===== src/rtl/vga_timing_gen.sv =====
// ---------------------------------------------------------------------------
// vga_timing_gen
//
// Purpose:
//   Raster timing generator for a VGA-style display. Walks a pixel position
//   (hcount, vcount) across a frame of H_TOTAL x V_TOTAL positions and
//   produces sync pulses, blanking flags, data enable and line/frame strobes.
//   Every output is a flop, and every flag is computed from the same next
//   position that loads the counters. As a result, each flag always describes
//   the hcount/vcount value shown in the same cycle.
//
// Ports:
//   pclk         in   pixel clock, all state updates on the rising edge
//   rst_n        in   asynchronous active-low reset
//   ce           in   pixel advance enable; nothing moves while low
//   hcount       out  current pixel position within the line   [CNT_W]
//   vcount       out  current line position within the frame   [CNT_W]
//   hsync/vsync  out  sync pulses, active level set by HS_POL / VS_POL
//   hblnk/vblnk  out  blanking flags, active-high
//   de           out  data enable, high only inside the visible area
//   line_start   out  one-cycle strobe when hcount wraps to 0
//   frame_start  out  one-cycle strobe when (hcount, vcount) wraps to (0, 0)
//   frame_cnt    out  completed-frame counter, modulo 2^FC_W    [FC_W]
// ---------------------------------------------------------------------------
`timescale 1ns/1ps

module vga_timing_gen #(
    parameter int H_ACTIVE = 1024,
    parameter int H_FP     = 24,
    parameter int H_SYNC   = 136,
    parameter int H_BP     = 160,
    parameter int V_ACTIVE = 768,
    parameter int V_FP     = 3,
    parameter int V_SYNC   = 6,
    parameter int V_BP     = 29,
    parameter bit HS_POL   = 1'b0,
    parameter bit VS_POL   = 1'b0,
    parameter int CNT_W    = 11,
    parameter int FC_W     = 8
) (
    input  logic             pclk,
    input  logic             rst_n,
    input  logic             ce,
    output logic [CNT_W-1:0] hcount,
    output logic [CNT_W-1:0] vcount,
    output logic             hsync,
    output logic             vsync,
    output logic             hblnk,
    output logic             vblnk,
    output logic             de,
    output logic             line_start,
    output logic             frame_start,
    output logic [FC_W-1:0]  frame_cnt
);

    localparam int H_TOTAL = H_ACTIVE + H_FP + H_SYNC + H_BP;
    localparam int V_TOTAL = V_ACTIVE + V_FP + V_SYNC + V_BP;
    localparam int CW1     = CNT_W + 1;

    // Counter positions 0 .. TOTAL-1 must be representable in CNT_W bits.
    generate
        if (H_TOTAL > (2 ** CNT_W)) begin : g_h_total_too_wide
            $error("vga_timing_gen: H_TOTAL does not fit in CNT_W bits");
        end
        if (V_TOTAL > (2 ** CNT_W)) begin : g_v_total_too_wide
            $error("vga_timing_gen: V_TOTAL does not fit in CNT_W bits");
        end
    endgenerate

    localparam logic [CNT_W-1:0] H_LAST = CNT_W'(H_TOTAL - 1);
    localparam logic [CNT_W-1:0] V_LAST = CNT_W'(V_TOTAL - 1);

    // Region bounds are held one bit wider than the counters. The end of a
    // sync pulse may sit exactly at 2^CNT_W when the back porch is zero.
    localparam logic [CNT_W:0] H_ACT_B = CW1'(H_ACTIVE);
    localparam logic [CNT_W:0] HS_BEG  = CW1'(H_ACTIVE + H_FP);
    localparam logic [CNT_W:0] HS_END  = CW1'(H_ACTIVE + H_FP + H_SYNC);
    localparam logic [CNT_W:0] V_ACT_B = CW1'(V_ACTIVE);
    localparam logic [CNT_W:0] VS_BEG  = CW1'(V_ACTIVE + V_FP);
    localparam logic [CNT_W:0] VS_END  = CW1'(V_ACTIVE + V_FP + V_SYNC);

    logic [CNT_W-1:0] hcount_q, hcount_d;
    logic [CNT_W-1:0] vcount_q, vcount_d;
    logic [FC_W-1:0]  frame_cnt_q, frame_cnt_d;
    logic             hsync_q, hsync_d;
    logic             vsync_q, vsync_d;
    logic             hblnk_q, hblnk_d;
    logic             vblnk_q, vblnk_d;
    logic             de_q, de_d;
    logic             line_start_q, line_start_d;
    logic             frame_start_q, frame_start_d;

    logic             h_wrap;
    logic             v_wrap;
    logic [CNT_W:0]   h_nxt_w;
    logic [CNT_W:0]   v_nxt_w;

    assign h_wrap = (hcount_q == H_LAST);
    assign v_wrap = (vcount_q == V_LAST);

    // Position and strobes.
    always_comb begin
        // NOTE: every signal gets a default before any branch, so no path
        // leaves one unassigned and no latch can be inferred.
        hcount_d      = hcount_q;
        vcount_d      = vcount_q;
        frame_cnt_d   = frame_cnt_q;
        line_start_d  = 1'b0;
        frame_start_d = 1'b0;

        if (ce) begin
            hcount_d = h_wrap ? '0 : hcount_q + 1'b1;
            if (h_wrap) begin
                vcount_d = v_wrap ? '0 : vcount_q + 1'b1;
            end
            line_start_d  = h_wrap;
            frame_start_d = h_wrap && v_wrap;
            if (frame_start_d) begin
                frame_cnt_d = frame_cnt_q + 1'b1;
            end
        end
    end

    // Flags are decoded from the next position, not the current one. That
    // way they land in the same cycle as the counter value they describe.
    // While ce is low the position holds, so the flags hold with it. vcount
    // only moves when hcount goes to 0, so vsync can only change then too.
    always_comb begin
        h_nxt_w = {1'b0, hcount_d};
        v_nxt_w = {1'b0, vcount_d};
        hblnk_d = (h_nxt_w >= H_ACT_B);
        vblnk_d = (v_nxt_w >= V_ACT_B);
        de_d    = !hblnk_d && !vblnk_d;
        hsync_d = ((h_nxt_w >= HS_BEG) && (h_nxt_w < HS_END)) ? HS_POL : ~HS_POL;
        vsync_d = ((v_nxt_w >= VS_BEG) && (v_nxt_w < VS_END)) ? VS_POL : ~VS_POL;
    end

    // NOTE: state is updated with non-blocking assignments so every flop
    // samples the pre-edge values, whatever order the statements are in.
    always_ff @(posedge pclk or negedge rst_n) begin
        if (!rst_n) begin
            hcount_q      <= '0;
            vcount_q      <= '0;
            frame_cnt_q   <= '0;
            hsync_q       <= ~HS_POL;
            vsync_q       <= ~VS_POL;
            hblnk_q       <= 1'b0;
            vblnk_q       <= 1'b0;
            de_q          <= 1'b1;
            line_start_q  <= 1'b0;
            frame_start_q <= 1'b0;
        end else begin
            hcount_q      <= hcount_d;
            vcount_q      <= vcount_d;
            frame_cnt_q   <= frame_cnt_d;
            hsync_q       <= hsync_d;
            vsync_q       <= vsync_d;
            hblnk_q       <= hblnk_d;
            vblnk_q       <= vblnk_d;
            de_q          <= de_d;
            line_start_q  <= line_start_d;
            frame_start_q <= frame_start_d;
        end
    end

    assign hcount      = hcount_q;
    assign vcount      = vcount_q;
    assign frame_cnt   = frame_cnt_q;
    assign hsync       = hsync_q;
    assign vsync       = vsync_q;
    assign hblnk       = hblnk_q;
    assign vblnk       = vblnk_q;
    assign de          = de_q;
    assign line_start  = line_start_q;
    assign frame_start = frame_start_q;

endmodule


===== config.mk =====
export PLATFORM = sky130hd
export DESIGN_NAME = vga_timing_gen
export DESIGN_NICKNAME = d
export VERILOG_FILES = /design/src/rtl/vga_timing_gen.sv
export SDC_FILE = /design/constraint.sdc
export NUM_CORES = 1
export LEC_CHECK = 0
export ABC_CLOCK_PERIOD_IN_PS = 2920
export BUFFER_PORTS_ARGS = -buffer_cell sky130_fd_sc_hd__buf_2
export CORE_ASPECT_RATIO = 2
export CORE_MARGIN = 8
export CORE_UTILIZATION = 55
export CTS_BUF_LIST = sky130_fd_sc_hd__clkbuf_16
export DETAILED_ROUTE_END_ITERATION = 8
export GPL_TIMING_DRIVEN = 0
export HOLD_SLACK_MARGIN = 0.06
export PLACE_DENSITY_LB_ADDON = 0.1
export SLEW_MARGIN = 10
export SYNTH_ARGS = -nofsm -noshare
export SYNTH_HDL_FRONTEND = slang
export SYNTH_SLANG_ARGS = --single-unit

===== constraint.sdc =====
create_clock -name pclk -period 2.92 [get_ports pclk]
set_input_delay 0.584 -clock pclk [delete_from_list [all_inputs] [get_ports pclk]]
set_output_delay 0.584 -clock pclk [all_outputs]
set_load 0.05 [all_outputs]

[After elaboration in Yosys (flattened, before gate mapping)]
Cells that the tools add are included.
Cells by class
  reductions and logical operators: 7
  equal/unequal tests: 2
  add/subtract/negate cells: 3
  multiplexer cells: 9
  order comparisons: 6
Operators with widths (count)
  $mux W11: 5
  $add A11 B1 Y11 const B: 2
  $ge A11 B10 Y1 const B: 2
  $ge A11 B11 Y1 const B: 2
  $eq A11 B10 Y1 const B: 1
  $eq A11 B11 Y1 const B: 1
  $lt A11 B10 Y1 const B: 1
  $lt A11 B11 Y1 const B: 1
  $add A8 B1 Y8 const B: 1
  $logic_and A1 B1 Y1: 4
  $mux W1: 4
  $logic_not A1 Y1: 2
  $reduce_and A2 Y1: 1
Storage, ports and cells
  logic and storage cells: 37
  input bits: 3
  output and inout bits: 37
  register bits after elaboration: 37

[Longest topological paths before layout]
Gate-level depths: netlist (run 1).
  depth after elaboration: 7
  mapped depth: 11
  depth with buffers taken out: 9

[Least setup slack after synthesis (run 1)]
OpenSTA, ideal clock, no wires.
  kind: flip-flop to flip-flop
  from: register hcount_q[1] (netlist: hcount[1])
  to: register vsync_q (netlist: vsync)
  setup slack: -0.102 ns
  data required time: 2.826 ns
  cell stages (with the launch flop): 9
  arrival: 2.928 ns
  period minus slack after synthesis: 3.022 ns
  path buffers: 1
  library setup time: 0.094 ns
  cell sequence: dfrtp_1 -> ha_1 -> and2_1 -> clkbuf_2 -> nand4_1 -> or4b_4 -> a21oi_2 -> or4b_1 -> or4_1
Between the ends
  cells in the longest elaborated chain, start to end: 6
  elaborated cells between the ends (all ways): 7
Ends and longest elaborated chain
  start, declared: line 82  | logic [CNT_W-1:0] hcount_q, hcount_d;
  start signal, assigned: line 153  | hcount_q <= hcount_d;
  $eq A11 B11 Y1 (*): line 98  | assign h_wrap = (hcount_q == H_LAST);
  $mux W11 (*): line 113  | if (h_wrap) begin
  $mux W11 (*): line 111  | if (ce) begin
  named net vcount_d[9]: line 83  | logic [CNT_W-1:0] vcount_q, vcount_d;
  $ge A11 B10 Y1 or $lt A11 B10 Y1 (tied branches): line 135  | vsync_d = ((v_nxt_w >= VS_BEG) && (v_nxt_w < VS_END)) ? VS_POL : ~VS_POL;
  $logic_and A1 B1 Y1 (*): line 135
  $mux W1 (*): line 135
  named net vsync_d: line 86  | logic vsync_q, vsync_d;
  end signal, assigned: line 146  | vsync_q <= ~VS_POL;
  end signal, assigned: line 157  | vsync_q <= vsync_d;
  end, declared: line 86
Mark *: on every way through the listed nets, which the timed path passes. The rest lies on a longest branch.
A chain may end at the register's enable or synchronous reset.

[Worst setup path in the final report (run 1)]
  from: register vcount_q[0] (netlist: vcount[0])
  to: register vsync_q (netlist: vsync)
Between the ends
  cells in the longest elaborated chain, start to end: 7
  elaborated cells between the ends (all ways): 9
Ends and longest elaborated chain
  start, declared: line 83
  start signal, assigned: line 154  | vcount_q <= vcount_d;
  $add A11 B1 Y11 or $eq A11 B10 Y1 (tied branches): line 114, 99
  $mux W11 (*): line 114  | vcount_d = v_wrap ? '0 : vcount_q + 1'b1;
  $mux W11 (*): line 113
  $mux W11 (*): line 111
  named net vcount_d[9]: line 83
  $ge A11 B10 Y1 or $lt A11 B10 Y1 (tied branches): line 135
  $logic_and A1 B1 Y1 (*): line 135
  $mux W1 (*): line 135
  named net vsync_d: line 86
Marks and branches as above.

==> metrics.md, run 1 <==
| Metric | Value |
|---|---|
| Worst slew pin tran | slightly above 0.8 ns |
| Gp weighted congestion | 0.898 |
| Mean routed wirelength per cell | roughly 17 um |
| ANT nets after route | 0 |
| Max-Cap Viols | 0 |
| DR vias/cell | roughly 5.9 |
| Asr flop ratio synth | 100% |
| Starting density of the core | between 50% and 60% |
| RSZ-0062 raised after global routing | no |
| Initial DRC Count | 45 |
| Largest net degree at the start of global routing | 37 |
| Core footprint | approximately 3600 um^2 |
| First-pass GRT wire length | around 8900 um |
| Initial antenna violation count | 0 |
| Dpl cells | around 300 |
| Synthesis warning total | 0 |
| CP Class | reg2reg |
| Fin cells | 315 |
| I/O pin count | 40 |
| CTS sink cnt | 36 |
| Max-slew headroom | between 40% and 50% |
| Crit path max fanout | 9 |
| Setup Skew | 0.00251 ns |
| Period utilization | a little over nine tenths |
| Top_reg_cell synth | dfrtp_1 |
| EDFF count, synth | 0 |
| H-Tree Depth | 2 |
| Seq/Total Area, Yosys | around 45% |
| Fin util | between 60% and 70% |
| Avg Cell Area, Syn | roughly 9.4 um^2 |
| Die X-Extent | about 59 um |
| Grt total ovfl | 0 |
| Drt total wl | 5400 um |
| All-Layer GR Usage | between 15 and 20% |
| Number of diodes | 0 |
| Startpoint class of the critical path | flop |
| Leakage | about 0.0012 uW |
| Post-DP Area | around 2300 um^2 |
| Max rail drop VDD | slightly below 0.4 mV |
| Final Critical Period | about 2.8 ns |
| Outcome | finished clean |
| Clock tree buffer depth | 2 |
| Pins Over Slew Limit | 0 |
| PortBufs | 39 |
| Synth Instances | 215 |
| CP endpoint kind | flop |
| Critical Path AT | around 3 ns |
| Critical Path RT | just over 3 ns |
| Final setup vio count | 0 |
| Standard-cell rows | 31 |
| Skew-Pair Late Insertion Delay | between 0.2 and 0.3 ns |
| Netlist cell types | between 50 and 60 |
| Root Driver | clkbuf_16 |
| CTS tree | done |
| Post-DP HPWL | 4010 um |
| Vias in the first global route | about 1.9k |
| Total power | 1370 uW |
| CTS clk-pin slew, worst paths | 0.05 ns |
| Yosys reg bits | 36 |
| Syn-to-layout area delta | 23.0% |
| Post-route cell area | approximately 2500 um^2 |
| Share of cells above drive strength 1 | a little over a quarter |
| Fin nets | ~270 |
| WHS | approximately 0.40 ns |
| TritonRoute pass-1 iters | 4 |
| Hold Path Class | in2async |
| Die Height | between 100 and 150 um |
| DR DRC count | 0 |
| Num CTS Buffers | 5 |
| Via count | ~1.9k |
| Syn_nets | 222 |
| Synthesized area | roughly 2000 um^2 |
| Fin. Hold Viols | 0 |
| Max Clock Freq | around 350 MHz |
| Die area | 5990 um^2 |
| PD cells | approximately 550 nW/um^2 |
==> flip-flops by register name, indices dropped and copies added (netlist names) <==
name and cells:
de 1, frame_cnt 8, frame_start 1, hblnk 1, hcount 10, hsync 1, line_start 1, vblnk 1
vcount 11, vsync 1
==> final cells by class <==
type                    instances  area [um^2]
plain buffers                  12         56.3
clock buffers                   5          125
clock inverters                 3         15.0
fillers                       321         1080
inverters                      11         41.3
multi-input cells             155         1050
flip-flops and latches         36          908
well taps                      49         61.3
repair buffers                 44          233
==> cell families (layout without fill, tap and decap cells) <==
| group | after synthesis | count (layout) | synth area share, % |
|---|---|---|---|
| AND/OR/NAND/NOR | 89 | 89 | 24.1 |
| multiplexers | 2 | 2 | 1.05 |
| flip-flops | 36 | 36 | 44.8 |
| adder cells (fa/ha/maj) | 4 | 4 | 2.48 |
| buffers and inverters | 24 | 75 | 4.89 |
| AO/OA/AOI/OAI | 39 | 39 | 13.6 |
| XOR/XNOR | 21 | 21 | 9.10 |
==> timing repair <==
| item | CTS | global route |
|---|---|---|
| cloned | 0 | 0 |
| pin swaps | 1 | 0 |
| buffers inserted | 5 | 0 |
| setup endpoints to repair | 1 | 2 |
| gates resized for setup | 0 | 9 |
| hold buffers | 0 | 0 |
==> worst paths after layout <==
kind / slack (ns) / cells past startpoint / endpoint / start
min in group pclk: 0.48 / 1 / frame_cnt[7] / frame_cnt[7]
max in group asynchronous: 1.96 / 1 / hcount[1] / rst_n
worst min register to register: 0.48 / 1 / frame_cnt[7] / frame_cnt[7]
worst max register to register: 0.08 / 7 / vsync / vcount[0]
worst min-delay path: 0.40 / 1 / hcount[8] / rst_n
worst max-delay path: 0.08 / 7 / vsync / vcount[0]
==> through the flow <==
step	TNS [ns]	setup WS (ns)
floorplan	0	0.0254
global placement	-0.165	-0.165
detailed placement	-0.146	-0.146
CTS	0	0.0119
global route	0	0.00650
finish	0	0.0760
==> critical path, stage by stage (launching register included) <==
cell and delay [ns]:
dfrtp_1 0.40, clkbuf_4 0.22, nand2_1 0.18, nor4_2 0.30
or4b_4 0.50, a21oi_2 0.19, or4b_1 0.47, or4_1 0.50
==> layer usage <==
layer,vias to the layer above,wire [um],global-route usage [%]
li1,881,-,-
met1,912,1950,18.5
met2,62,2980,35.5
met3,16,254,4.07
met4,0,217,13.2
met5,-,0,0
==> power by group <==
group	leakage, uW	internal [uW]	switching (uW)
combinational	0.000637	70.4	204
clock	0.0000687	310	201
sequential	0.000474	536	49.2
total	0.00118	916	454
==> synth_stat cells (all sizes together) (2+ instances only) <==
library cell / instances / area share (%)
nand3: 14 / 3.7
buf: 6 / 1.5
or4: 3 / 1.1
a21oi: 7 / 1.9
nor2: 17 / 3.2
xor2: 11 / 4.8
or4b: 2 / 1.2
ha: 4 / 2.5
and3: 2 / 0.62
a311oi: 2 / 0.87
o211ai: 2 / 0.74
o21ai: 8 / 2.0
dfrtp: 33 / 41
inv: 11 / 2.0
clkbuf: 7 / 1.4
xnor2: 10 / 4.3
nand4: 7 / 2.2
or3: 3 / 0.93
dfstp: 3 / 3.9
a31oi: 3 / 0.93
a211oi: 4 / 1.5
nor3: 7 / 1.7
nor4: 7 / 2.2
nand2: 19 / 3.5
a221oi: 2 / 0.87
==> cells in the final DEF, fill, tap and decap left out, types with 2 or more instances in the layout <==
master,netlist,routed
clkbuf_1,6,5
dfrtp_1,33,30
a31oi_1,3,3
inv_1,11,12
xnor2_1,10,10
and3_1,2,2
nand3_1,13,12
dfrtp_2,0,3
a221oi_1,2,2
a211oi_1,4,4
ha_1,4,2
nor2_1,17,17
buf_2,3,42
nand2_1,19,19
or4_1,3,3
buf_4,1,6
nor3_1,7,6
o211ai_1,2,2
o21ai_0,8,8
xor2_1,11,11
nor4_1,7,6
a311oi_1,2,2
nand4_1,7,7
ha_2,0,2
or3_1,3,3
buf_1,2,2
dfstp_2,3,3
clkbuf_16,0,5
a21oi_1,6,6
Note: power is estimated with default switching activity, not from simulation.
==> run 2, diff against run 1 <==
--- a/config.mk
+++ b/config.mk
@@ -7,2 +7,3 @@
 export LEC_CHECK = 0
+export ABC_AREA = 1
 export ABC_CLOCK_PERIOD_IN_PS = 2920
--- a/constraint.sdc
+++ b/constraint.sdc
@@ -3,2 +3,2 @@
 set_output_delay 0.584 -clock pclk [all_outputs]
-set_load 0.05 [all_outputs]
+set_load 0.02 [all_outputs]
==> run 2 against run 1 <==
  * Non-clock buffer count decreased by 13
  * Critical path depth up 6
  * Synthesized area is 3.3% higher
  * First-iteration DRC count grew 4.4%
  * Cell count grew 19%
  * Synthesized cell count up 29%
  * Sequential share of layout area fell by 0.44 points
  * Worst setup slack better by 0.76 ns
  * Routed wire length shrank 2.6%
  * Fmax is 36% higher
==> metrics.md, run 2 <==
| Metric | Value |
|---|---|
| Outcome | finished clean |
| Mean routed wirelength per cell | 14.1 um (-18%) |
| Logic pwr share | 23.5% (+3.5 points) |
| Post-synth top cells | nand2_1, inv_1, nor2_1, dfrtp_1, nand3_1 |
| Die Height | 103 um (+1.4%) |
| Final setup vio count | 0 (unchanged) |
| CTS tree | done |
| Period utilization | 71.4% (-26 points) |
| Internal | 1080 uW (+18%) |
| Fin. Hold Viols | 0 (unchanged) |
| Routed wl met3 | 288 um (+13%) |
| Max Clock Freq | 480 MHz (+36%) |
| Grt total ovfl | 0 (unchanged) |
| Met2 wire len | 2990 um (+0.40%) |
| Share of cells above drive strength 1 | 20.6% (-6.8 points) |
| Post-route cell area | 2510 um^2 (+0.81%) |
| Post-DP Area | 2340 um^2 (+2.8%) |
| Final Critical Period | 2.08 ns (-0.760 ns) |
| Initial DRC Count | 47 (+4.4%) |
| Skew-Pair Late Insertion Delay | 0.28 ns (about the same) |
| Sw frac | 33.5% (+0.36 points) |
| Max-slew headroom | 46.9% (+0.63 points) |
| R2R Path Start | hcount[0] |
| Hold_buf cts | 0 (unchanged) |
| RSZ-0062 raised after global routing | no |
| Leakage | 0.00140 uW (+19%) |
| Drt total wl | 5260 um (-2.6%) |
| Most common cell after layout, fill and taps aside | nand2_1 |
| Startpoint class of the critical path | flop |
| DR DRC count | 0 (unchanged) |
| CP endpoint kind | flop |
| I/O pin count | 40 (unchanged) |
| Number of diodes | 0 (unchanged) |
| Critical Path AT | 2.29 ns (-0.74 ns) |
| Reg2reg end | vsync |
| PostCTS Resize Cnt | 0 (unchanged) |
| DR vias/cell | 5.26 (-11%) |
| Synthesized area | 2090 um^2 (+3.3%) |
| Biggest area consumer among synthesized cells | dfrtp_1 |
| ANT nets after route | 0 (unchanged) |
| Reg2reg setup slack | 0.84 ns (+0.76 ns) |
| NetSw | 544 uW (+20%) |
| Root Driver | clkbuf_16 |
| Setup Skew | 0.00467 ns (+0.00217 ns) |
| Setup TNS | 0 ns (unchanged) |
| Die X-Extent | 59.6 um (+1.2%) |
| EDFF count, synth | 0 (unchanged) |
| Syn_nets | 285 (+28%) |
| Syn-to-layout area delta | 20.1% |
| Hold Path Class | in2async |
| Post-DP HPWL | 4080 um (+1.9%) |
| PD cells | 648 nW/um^2 (+17%) |
| Top_reg_cell synth | dfrtp_1 |
| WHS | 0.393 ns (-0.00336 ns) |
| Starting density of the core | 57.2% (+0.61 points) |
| Initial antenna violation count | 0 (unchanged) |
| Pins Over Slew Limit | 0 (unchanged) |
| Synth top area share | 39.6% (-1.3 points) |
| All-Layer GR Usage | 18.8% (-0.70 points) |
| Synth Instances | 278 (+29%) |
| Num CTS Buffers | 5 (unchanged) |
| CTS sink cnt | 36 (unchanged) |
| CTS clk-pin slew, worst paths | 0.05 ns (about the same) |
| Clock share of power | 36.2% (-1.1 points) |
| Standard-cell rows | 31 (unchanged) |
| Avg Cell Area, Syn | 7.51 um^2 (-20%) |
| First-pass GRT wire length | 8860 um (-0.47%) |
| CP Class | reg2reg |
| Critical Path RT | 3.13 ns (+0.02 ns) |
| Max rail drop VDD | 0.464 mV (+20%) |
| Top post-synthesis cells by area | dfrtp_1, nand2_1, inv_1 |
| Max FFs per register | 11 (unchanged) |
| Fin nets | 331 (+22%) |
| Synthesis warning total | 0 (unchanged) |
| Worst slew pin tran | 0.797 ns (-0.00947 ns) |
| Most frequent cells in the layout | nand2_1, inv_1, buf_2 |
| Clock tree buffer depth | 2 (unchanged) |
| Crit path max fanout | 10 (+1) |
| Die area | 6140 um^2 (+2.6%) |
| Seq/Total Area, Yosys | 43.3% (-1.4 points) |
| Setup repair bufs after CTS | 0 (-5) |
| Gp weighted congestion | 0.875 (-2.6%) |
| R2r worst-path depth | 13 (+6) |
| Highest Signal Layer | met4 |
| Core footprint | 3650 um^2 (+2.2%) |
| Via count | 1967 (+5.1%) |
| # fillers | 352 (+9.7%) |
| Largest net degree at the start of global routing | 37 (unchanged) |
| Netlist cell types | 27 (-48%) |
| Asr flop ratio synth | 100% (unchanged) |
| Max-Cap Viols | 0 (unchanged) |
| Yosys reg bits | 36 (unchanged) |
| Most common cell in the synthesized netlist | nand2_1 |
| PortBufs | 39 (unchanged) |
| Reg power frac | 40.3% (-2.4 points) |
| H-Tree Depth | 2 (unchanged) |
| Met1 WL | 1750 um (-10%) |
| Vias in the first global route | 2096 (+12%) |
| TritonRoute pass-1 iters | 4 (unchanged) |
run 2: per-layer routing:
metal,vias to the layer above,global-route usage (%)
met5,-,0
met3,25,4.25
li1,962,-
met2,57,36.4
met4,0,12.6
met1,923,15.8
run 2: kinds of logic after synthesis:
| family | count (synthesis) | share of synthesized area [%] |
|---|---|---|
| and+or+nand+nor | 161 | 36.4 |
| buffers and inverters | 56 | 10.9 |
| DFF | 36 | 43.3 |
| AOI/OAI and AO/OA | 12 | 3.24 |
| xor gates and xnor gates | 9 | 3.78 |
| adders and majority gates | 4 | 2.40 |
run 2: power by group through the flow:
stage / clock [uW] / sequential, uW / combinational (uW)
2_1_floorplan: 0 / 723 / 186
3_3_place_gp: 0 / 660 / 373
3_5_place_dp: 0 / 664 / 384
4_1_cts: 592 / 654 / 387
5_1_grt: 617 / 668 / 426
6_report: 587 / 654 / 382
run 2: worst max path at each step:
stage	from	end	slack [ns]	cells past startpoint
floorplan	hcount[0]	frame_cnt[5]	1.07	10
global placement	ce	vsync	0.85	13
detailed placement	ce	vsync	0.84	13
CTS	hcount[0]	vsync	0.85	13
global route	hcount[0]	vsync	0.65	13
finish	hcount[0]	vsync	0.84	13
run 2: through the flow:
step | worst slack (ns) | total power, uW | util, % | instances
3_3_place_gp | 0.847 | 1030 | 64.3 | 366
2_1_floorplan | 1.07 | 909 | - | 278
4_1_cts | 0.845 | 1630 | 68.7 | 374
5_1_grt | 0.649 | 1710 | 68.7 | 374
3_5_place_dp | 0.836 | 1050 | 64.3 | 366
6_report | 0.836 | 1620 | 68.7 | 374
run 2: layout make-up:
type / instances / area (um^2) / share of cell area, %
multi-input cells: 186 / 956 / 38.1
flip-flops and latches: 36 / 905 / 36.1
repair buffers: 39 / 195 / 7.79
inverters: 52 / 195 / 7.79
clock buffers: 5 / 125 / 4.99
well taps: 49 / 61.3 / 2.45
clock inverters: 3 / 37.5 / 1.50
plain buffers: 4 / 31.3 / 1.25
run 2: critical path, stage by stage, from the launching register on:
cell and delay [ns]:
dfrtp_1 0.43, ha_1 0.23, nand3_2 0.14, inv_1 0.09, nand2_2 0.07, nor2_4 0.21
nand2_4 0.12, buf_6 0.17, nand3_2 0.09, nand2_1 0.05, nor2_1 0.18, nand2_1 0.07
nor2_1 0.09, nand2_1 0.06
==> run 3, diff against run 2 <==
ABC_CLOCK_PERIOD_IN_PS = 2000   (was 2920)
clock period = 2 ns   (was 2.92 ns; I/O delays follow)
==> run 3 against run 2 <==
  * Sequential cell count stayed put
  * Die area is the same
  * Sequential power rose by 46%
  * Clock-buffer cell count stayed put
  * Via count is 2.3% higher
  * Total power is 51% higher
  * Routed wire length increased by 4.5%
  * Combinational power increased by 64%
  * Global-route usage grew 0.65 points
  * Clock skew is 0.00056 ns lower
==> metrics.md, run 3 (synthesis gave the netlist of run 2 again) <==
| Metric | Value |
|---|---|
| ANT nets after route | 0 (unchanged) |
| Post-DP HPWL | 4080 um (unchanged) |
| Pins Over Slew Limit | 0 (unchanged) |
| Vias in the first global route | 2151 (+2.6%) |
| Most common cell after layout, fill and taps aside | nand2_1 |
| Critical Path RT | 2.21 ns (-0.92 ns) |
| Max-Cap Viols | 0 (unchanged) |
| Startpoint class of the critical path | flop |
| CTS sink cnt | 36 (unchanged) |
| Die Height | 103 um (unchanged) |
| Final setup vio count | 0 (unchanged) |
| TritonRoute pass-1 iters | 4 (unchanged) |
| Grt total ovfl | 0 (unchanged) |
| Die X-Extent | 59.6 um (unchanged) |
| Starting density of the core | 57.2% (unchanged) |
| Num CTS Buffers | 5 (unchanged) |
| Max FFs per register | 11 (unchanged) |
| Total power | 2440 uW (+51%) |
| Max Clock Freq | 537 MHz (+12%) |
| Fin. Hold Viols | 0 (unchanged) |
| Gp weighted congestion | 0.875 (unchanged) |
| Setup TNS | 0 ns (unchanged) |
| Outcome | finished clean |
| Standard-cell rows | 31 (unchanged) |
| Crit path max fanout | 10 (unchanged) |
| Root Driver | clkbuf_16 |
| Setup Skew | 0.00411 ns (-0.000563 ns) |
| Most frequent cells in the layout | nand2_1, inv_1, buf_2 |
| Initial DRC Count | 84 (+79%) |
| Number of diodes | 0 (unchanged) |
| Hold_buf cts | 0 (unchanged) |
| CTS tree | done |
| Worst slew pin tran | 0.789 ns (-0.00787 ns) |
| Critical Path AT | 2.07 ns (-0.22 ns) |
| First-pass GRT wire length | 9190 um (+3.7%) |
| Leakage | 0.00142 uW (+1.6%) |
| Die area | 6140 um^2 (unchanged) |
| CP endpoint kind | flop |
| Hold Path Class | in2async |
| All-Layer GR Usage | 19.5% (+0.65 points) |
| Syn-to-layout area delta | 23.8% |
| Fin nets | 336 (+1.5%) |
| DR DRC count | 0 (unchanged) |
| DR vias/cell | 5.31 (+0.94%) |
| PortBufs | 39 (unchanged) |
| Largest net degree at the start of global routing | 37 (unchanged) |
| Max-slew headroom | 47.4% (+0.52 points) |
| Core footprint | 3650 um^2 (unchanged) |
| Period utilization | 93.1% (+22 points) |
| CP Class | reg2reg |
| Initial antenna violation count | 0 (unchanged) |
| PD cells | 946 nW/um^2 (+46%) |
| Share of cells above drive strength 1 | 23.6% (+3.0 points) |
| Mean routed wirelength per cell | 14.5 um (+3.1%) |
| R2r worst-path depth | 13 (unchanged) |
| Skew-Pair Late Insertion Delay | 0.28 ns (about the same) |
| Final Critical Period | 1.86 ns (-0.222 ns) |
| Max rail drop VDD | 0.685 mV (+48%) |
| I/O pin count | 40 (unchanged) |
| Drt total wl | 5490 um (+4.5%) |
| H-Tree Depth | 2 (unchanged) |
| CTS clk-pin slew, worst paths | 0.05 ns (about the same) |
| Clock tree buffer depth | 2 (unchanged) |
| WHS | 0.202 ns (-0.191 ns) |
| Via count | 2012 (+2.3%) |
[run 3: through the flow]
step / cells / setup WS, ns / instance area, um^2 / utilization (%)
after floorplan: 278 / 0.153 / 2090 / -
after global placement: 366 / -0.0511 / 2340 / 64.3
after detailed placement: 366 / -0.0632 / 2340 / 64.3
after CTS: 378 / 0.0746 / 2540 / 69.8
after global routing: 379 / -0.0273 / 2580 / 70.9
final: 379 / 0.138 / 2580 / 70.9
[run 3: critical path, stage by stage, from the launching register on]
cell	delay, ns
dfrtp_1	0.39
ha_4	0.18
nand3_4	0.10
inv_1	0.09
nand2_2	0.07
nor2_4	0.15
nand2_4	0.10
buf_6	0.16
nand3_2	0.09
nand2_1	0.07
nor2_2	0.16
nand2_1	0.07
nor2_1	0.09
nand2_1	0.06
[run 3: area by class of cell]
cell class | instances | area (um^2)
Clock inverter | 3 | 37.5
Buffer | 4 | 33.8
Timing Repair Buffer | 44 | 233
Sequential cell | 36 | 905
Inverter | 52 | 195
Multi-Input combinational cell | 186 | 993
Clock buffer | 5 | 125
Tap cell | 49 | 61.3
Fill cell | 340 | 1060
[run 3: worst paths after layout]
kind                              start           end  slack [ns]
setup / recovery              hcount[1]         vsync        0.14
hold / removal                    rst_n     hcount[2]        0.20
setup reg to reg              hcount[1]         vsync        0.14
hold reg to reg            frame_cnt[6]  frame_cnt[6]        0.50
max in group asynchronous         rst_n         vblnk        1.29
min in group pclk                    ce     hcount[2]        0.49
[run 3: what timing repair did]
item                       in CTS  in global routing
pin swaps                       1                  1
setup buffers                   4                  1
cloned                          0                  0
setup endpoints to repair       1                  2
gates resized for setup         2                  9
[run 3: metal layers]
| metal | global-route usage, % | share of wire [%] | vias up |
|---|---|---|---|
| met3 | 4.13 | 5.4 | 23 |
| met5 | 0 | 0 | - |
| met2 | 37.8 | 57 | 54 |
| met4 | 11.5 | 3.9 | 0 |
| met1 | 17.0 | 33 | 962 |
| li1 | - | - | 973 |
[run 3: report_power, final]
| part | switching (uW) | leakage [uW] | total, uW | internal (uW) |
|---|---|---|---|---|
| Clock | 283 | 0.0000789 | 861 | 579 |
| Sequential | 139 | 0.000421 | 958 | 819 |
| Combinational | 416 | 0.000922 | 625 | 208 |
